### src/rtl/sar_logic_param.sv
// N-bit charge-redistribution SAR sequencer: sample window, MSB-first binary search, held result.
// Define SAR_AVG_EN to average 2**AVG_LOG2 back-to-back conversions per request.
module sar_logic_param #(
   parameter int unsigned N             = 10,
   parameter int unsigned SAMPLE_CYCLES = 2,
   parameter int unsigned AVG_LOG2      = 2
) (
   input  logic         clk,
   input  logic         rst_n,
   input  logic         start,
   input  logic         cont_mode,
   input  logic         comparator_out,
   output logic [N-1:0] D,
   output logic         sample_clk,
   output logic         reg_clk,
   output logic         busy,
   output logic [N-1:0] dout,
   output logic         EOC
);

   localparam int unsigned KW = $clog2(N);
   localparam int unsigned SW = (SAMPLE_CYCLES > 1) ? $clog2(SAMPLE_CYCLES) : 1;
   localparam bit ParamsOk = (N >= 2) && (N <= 16) && (SAMPLE_CYCLES >= 1) && (AVG_LOG2 <= 4);

   if (!ParamsOk) begin : gen_param_check
      $error("sar_logic_param: parameter out of range");
   end

   typedef enum logic [1:0] {StIdle, StSample, StConvert, StDone} state_e;

   state_e        state_q, state_d;
   logic [SW-1:0] cnt_q, cnt_d;
   logic [KW-1:0] k_q, k_d;
   logic [N-1:0]  dac_q, dac_d;
   logic [N-1:0]  dout_q, dout_d;
   logic          sample_q, sample_d;
   logic          busy_q, busy_d;
   logic          eoc_q, eoc_d;
   logic [N-1:0]  code;
   logic          more;

`ifdef SAR_AVG_EN
   localparam int unsigned AW = N + AVG_LOG2;
   localparam int unsigned CW = AVG_LOG2 + 1;

   logic [AW-1:0] acc_q, acc_d, sum;
   logic [CW-1:0] conv_q, conv_d;

   // Counter wraps to zero on the last conversion of a group.
   assign more = (conv_q != '0);
`else
   assign more = 1'b0;
`endif

   always_comb begin
      state_d  = state_q;
      cnt_d    = cnt_q;
      k_d      = k_q;
      dac_d    = dac_q;
      dout_d   = dout_q;
      sample_d = 1'b0;
      busy_d   = 1'b1;
      eoc_d    = 1'b0;
      code     = dac_q;
`ifdef SAR_AVG_EN
      acc_d    = acc_q;
      conv_d   = conv_q;
      sum      = '0;
`endif
      unique case (state_q)
         StIdle: begin
            busy_d = 1'b0;
            dac_d  = '0;
            if (start || cont_mode) begin
               state_d  = StSample;
               cnt_d    = '0;
               sample_d = 1'b1;
               busy_d   = 1'b1;
`ifdef SAR_AVG_EN
               acc_d    = '0;
               conv_d   = '0;
`endif
            end
         end
         StSample: begin
            if (cnt_q == SW'(SAMPLE_CYCLES - 1)) begin
               state_d = StConvert;
               dac_d   = {1'b1, {(N-1){1'b0}}};
               k_d     = KW'(N - 1);
            end else begin
               cnt_d    = cnt_q + 1'b1;
               sample_d = 1'b1;
            end
         end
         StConvert: begin
            // Trial bit is 1, so the comparator value is exactly the decision.
            code[k_q] = comparator_out;
            if (k_q != '0) begin
               code[KW'(k_q - 1'b1)] = 1'b1;
               k_d = KW'(k_q - 1'b1);
            end else begin
               state_d = StDone;
`ifdef SAR_AVG_EN
               sum   = acc_q + AW'(code);
               acc_d = sum;
               if (conv_q == CW'((1 << AVG_LOG2) - 1)) begin
                  dout_d = sum[AVG_LOG2 +: N];
                  eoc_d  = 1'b1;
                  conv_d = '0;
               end else begin
                  conv_d = conv_q + 1'b1;
               end
`else
               dout_d = code;
               eoc_d  = 1'b1;
`endif
            end
            dac_d = code;
         end
         StDone: begin
            dac_d = '0;
            if (more || start || cont_mode) begin
               state_d  = StSample;
               cnt_d    = '0;
               sample_d = 1'b1;
`ifdef SAR_AVG_EN
               if (!more) acc_d = '0;
`endif
            end else begin
               state_d = StIdle;
               busy_d  = 1'b0;
            end
         end
         default: state_d = StIdle;
      endcase
   end

   always_ff @(posedge clk) begin
      if (!rst_n) begin
         state_q  <= StIdle;
         cnt_q    <= '0;
         k_q      <= '0;
         dac_q    <= '0;
         dout_q   <= '0;
         sample_q <= 1'b0;
         busy_q   <= 1'b0;
         eoc_q    <= 1'b0;
`ifdef SAR_AVG_EN
         acc_q    <= '0;
         conv_q   <= '0;
`endif
      end else begin
         state_q  <= state_d;
         cnt_q    <= cnt_d;
         k_q      <= k_d;
         dac_q    <= dac_d;
         dout_q   <= dout_d;
         sample_q <= sample_d;
         busy_q   <= busy_d;
         eoc_q    <= eoc_d;
`ifdef SAR_AVG_EN
         acc_q    <= acc_d;
         conv_q   <= conv_d;
`endif
      end
   end

   assign D          = dac_q;
   assign sample_clk = sample_q;
   assign reg_clk    = (state_q == StConvert);
   assign busy       = busy_q;
   assign dout       = dout_q;
   assign EOC        = eoc_q;

endmodule

### config.mk
export PLATFORM = sky130hd
export DESIGN_NAME = sar_logic_param
export DESIGN_NICKNAME = d
export VERILOG_FILES = /design/src/rtl/sar_logic_param.sv
export SDC_FILE = /design/constraint.sdc
export NUM_CORES = 1
export LEC_CHECK = 0
export CORE_ASPECT_RATIO = 0.9
export CORE_MARGIN = 5
export CORE_UTILIZATION = 50
export DETAILED_ROUTE_END_ITERATION = 16
export GPL_TIMING_DRIVEN = 0
export PLACE_DENSITY = 0.76
export SYNTH_ARGS = -nofsm -noshare
export SYNTH_HDL_FRONTEND = slang
export SYNTH_SLANG_ARGS = --single-unit
export TNS_END_PERCENT = 1
### constraint.sdc
create_clock -name clk -period 2.3 [get_ports clk]
set_input_delay 0.345 -clock clk [delete_from_list [all_inputs] [get_ports clk]]
set_output_delay 0.345 -clock clk [all_outputs]
set_load 0.1 [all_outputs]
; After elaboration in Yosys (flattened, before gate mapping)
; Index checks and enable logic that the tools add are counted.
[word_totals]
regBits = 30
latch_bits = 0
mem_bits_rw = 0
rom_bits = 0
n_memories = 0
[classes]
n_addsub = 2
mul = 0
div_mod_pow = 0
order_cmp = 4
eq_ne = 8
shift = 0
mux = 24
n_bitwise = 2
reduce_logical = 13
[ops]
columns = cell, n
row1 = case mux 10 bit (3 select lines), 1
row2 = two-way mux 10 bit, 2
row3 = bitwise mux 10 bit, 1
row4 = "< comparator 4 x 5 -> 1 bit, second input constant", 2
row5 = bitwise OR 10 bit, 1
row6 = two-way mux 1 bit, 9
row7 = demux 1 bit (select 4 bit), 2
row8 = ">= comparator 4 x 1 -> 1 bit, second input constant", 2
row9 = two-way mux 4 bit, 2
row10 = case mux 2 bit (4 select lines), 1
row11 = case mux 4 bit (2 select lines), 1
row12 = two-way mux 2 bit, 3
row13 = "!= test 2 bit, second input constant", 3
row14 = AND reduction 2 bit, 3
row15 = AND reduction 3 bit, 2
row16 = "equality test 2 bit, second input constant", 2
row17 = "!= test 2 x 1 -> 1 bit, second input constant", 2
row18 = case mux 1 bit (2 select lines), 2
row19 = nonzero test 2 bit, 2
row20 = nonzero test 4 bit, 1
row21 = "subtractor 4 x 1 -> 4 bit, second input constant", 1
row22 = "equality test 2 x 1 -> 1 bit, second input constant", 1
row23 = logical AND 1 bit, 2
row24 = logical NOT 2 bit, 1
row25 = other kinds (4), 4

; Longest topological paths before layout
[logic_depth]
depth_word = 8
ltp_mapped = 7
ltp_nobuf = 6

; Worst setup path after synthesis
; OpenSTA, ideal clock, no wires.
[synth_path]
path_type = register to register
startpoint = register state_q[0]
endpoint = register dout_q[7], in the netlist dout[7]
setup_time_ns = 0.086
arrival_ns = 2.313
t_required_ns = 2.214
setup_slack_ns = -0.099
stages_incl_launch_ff = 8
path_buffers = 2
path_cell_list = dfxtp_1 -> inv_1 -> ha_1 -> and4bb_1 -> buf_2 -> buf_2 -> nor2_1 -> a211oi_1
[synth_between]
elab_chain_len = 2
[synth_rtl]
columns = item, line
row1 = from (decl), 31  ; state_e state_q, state_d;
row2 = from (signal assigned), 140  ; state_q <= StIdle;
row3 = from (signal assigned), 153  ; state_q <= state_d;
row4 = equality test 2 bit, n/a
row5 = net reg_clk, 15  ; output logic reg_clk,
row6 = AND reduction 2 bit (no line), n/a
row7 = to (signal assigned), 157  ; dout_q <= dout_d;
row8 = to (decl), 35  ; logic [N-1:0] dout_q, dout_d;
; The timed path passes the listed nets, and every way through them passes these cells.
; A chain may end at the register's enable or synchronous reset.

; Worst setup path after layout
[layout_path]
startpoint = register k_q[0]
endpoint = register state_q[0]
[layout_between]
elab_chain_len = 3
[layout_rtl]
columns = item, line
row1 = from (decl), 33  ; logic [KW-1:0] k_q, k_d;
row2 = from (signal assigned), 155  ; k_q <= k_d;
row3 = nonzero test 4 bit, 98  ; if (k_q != '0) begin
row4 = != test 2 bit (no line), n/a
row5 = AND reduction 3 bit (no line), n/a
; No other way between the ends.

==> results.yml <==
outcome:
  status: "finished clean"
yosys:
  synthCells: 202
  synth_fp_nets: 220
  syn_area_um2: 1768
  synth_area_leaders: "dfxtp_1 34%, ha_1 9.2%, mux2i_1 6.2%, nor2_1 4.2%, nand3_1 3.4%"
  ys_seq_elements: 30
  yosys-top-cells-count: "30 x dfxtp_1, 20 x nor2_1, 13 x ha_1, 12 x nand3_1, 11 x mux2i_1"
  avgSynthCellArea_um2: 8.752
  synth_edf_count: 0
  yosysTopAreaCell: "dfxtp_1"
  synth_cell_types: 47
  async_reset_ff_frac: 0
  yosys_warnings: 0
  yosysTopAreaCellShare: 0.3397
  synthMostInstantiatedCell: "dfxtp_1"
  synth_ff_type: "dfxtp_1"
  yosysSeqAreaShare: 0.3397
floorplan:
  die_h_um: 66.41
  dieArea_um2: 4827
  initial_core_util: 0.5195
  io_pins: 29
  die_width_um: 72.68
  core_area_um2: 3403
  num_rows: 20
timing:
  max-slew-margin-rel: 0.3417
  fin_crit_ps: 2177
  skew_ps: 4.503
  final.setup.worst_slack_ps: 123.3
  rsz0062_at_grt: "no"
  hold_viol_final: 0
  slew_viol_final: 0
  max_freq_mhz: 459.4
  tightest_slew_ps: 984.3
  setup_viol_count_final: 0
  post-route-period-util: 0.9464
clock_tree:
  worstSkewPairLatency_ps: 290
  root_buffer: "clkbuf_8"
  tritoncts: "done"
  hold_buffers: 0
  cts.reportedPaths.clkPinSlew_ps: 60
  clk_path_buf_depth: 2
  cts_buffers: 5
  cts_num_sinks: 30
  htree_num_levels: 2
global_routing:
  grt_max_degree: 11
  track_usage: 0.1996
  grt_pass1_vias: 1506
  grt_pass1_wl_um: 7334
  antenna_found_initial: 0
  overflow: 0
power_and_ir_drop:
  p_per_area_nw_per_um2: 1253
  power_leakage_nw: 0.8324
  power.total_w: 0.002754
  ir_worst_vdd_uv: 802.0
detailed_routing:
  via_count: 1641
  drtPass1Iterations: 5
  drc: 0
  drt-total-wl_um: 4496
  routed_via_density: 5.840
  drtAntennaViolNets: 0
  wl_per_cell_um: 16.00
  first_iter_violations: 141
final_layout:
  seqCellArea_um2: 600.6
  area_growth_pct: 24.27
  multiInputGateArea_um2: 1074
  fin_area_um2: 2197
  fill_cells: 318
  n_antenna_cell: 0
  fin_nets: 254
  final_cells: 281
  drive_gt1_frac: 0.1097
setup_path:
  r2r_setup_slack_ps: 120
  path_max_fanout: 8
  reg2reg_depth: 6
  crit_required_ps: 2450
  endpoint_kind: "flop"
  startpoint_type: "flop"
  critPathArrivalTime_ps: 2330
  crit_type: "reg2reg"
placed_design:
  pre_cts_ws_ps: -1.327
  io_buffers: 27
  place_inst: 273
  gp_congestion: 0.9447
  dp_hpwl_um: 3260
  placed_area_um2: 2096
worst_hold_path:
  min-delay-path-class: "reg2reg"
  holdPathStages: 2
run:
  maxCapViolCount: 0
-- placed cells by master, fill, tap and decap left out, types with 4 or more instances in the layout --
cell / instances
nor3b_1: 4
buf_2: 6
a211oi_1: 5
nor2_1: 20
a21oi_1: 4
clkbuf_8: 6
clkbuf_1: 9
ha_1: 12
nand3b_1: 6
inv_1: 10
nand3_1: 12
o21ai_0: 8
nand2_1: 8
dfxtp_1: 30
nor2b_1: 4
nor3_1: 4
clkdlybuf4s50_1: 26
mux2i_1: 11
-- routing by layer --
layer | vias up | part of all wire | global-route usage
li1 | 802 | - | -
met4 | 0 | 0.011 | 0.08065
met5 | - | 0 | 0
met2 | 67 | 0.47 | 0.3131
met3 | 7 | 0.069 | 0.04863
met1 | 765 | 0.45 | 0.2606
-- what timing repair did --
item,4_1_cts,5_1_grt
endpoints found under the setup margin,1,4
buffers inserted,0,0
endpoints found under the hold margin,0,0
resized for setup,3,1
-- worst max-delay path, stage by stage, from the launching register on --
cell,delay (ps)
dfxtp_1,380
inv_1,180
ha_1,380
or3b_4,460
a221oi_4,350
and4b_1,250
a211oi_2,50
-- flip-flops by register name, summed over array words and instances, names as in the netlist --
name,count
cnt_q,1
state_q,2
EOC,1
sample_clk,1
k_q,4
busy,1
D,10
dout,10
-- where the power goes --
group | switching, W | internal (W)
logic | 0.00111 | 0.000508
registers | 0.0000722 | 0.000616
clock network | 0.000210 | 0.000240
total | 0.00139 | 0.00136
-- worst paths after layout --
check	startpoint	to
worst max-delay path	k_q[0]	state_q[0]
worst min-delay path	cnt_q	cnt_q
worst max register to register	k_q[0]	state_q[0]
worst min register to register	cnt_q	cnt_q
-- final cells by class --
type | instances | area share
repair buffers | 27 | 0.1236
flip-flops and latches | 30 | 0.2733
clock inverters | 2 | 0.005695
plain buffers | 15 | 0.02904
clock buffers | 6 | 0.03759
inverters | 10 | 0.01708
multi-input cells | 147 | 0.4886
well taps | 44 | 0.02506
-- metrics by stage --
stage                     setup TNS [ps]  hold WS [ps]  utilization
after floorplan                        0         457.8            -
after global placement                 0         476.9       0.6158
after detailed placement          -1.327         481.5       0.6158
after CTS                              0         491.9       0.6441
after global routing                   0         506.5       0.6456
final                                  0         492.4       0.6456
-- cells by family (layout without fill, tap and decap cells) --
kind of cell             Yosys count  in the layout  synth area share
AND/OR/NAND/NOR                   71             71            0.2151
AO/OA/AOI/OAI                     50             50            0.2208
flip-flops                        30             30            0.3397
buffers and inverters             25             60           0.05733
adder cells (fa/ha/maj)           13             13           0.09201
multiplexers                      13             13           0.07502
Power figures use the tool's default switching activity.
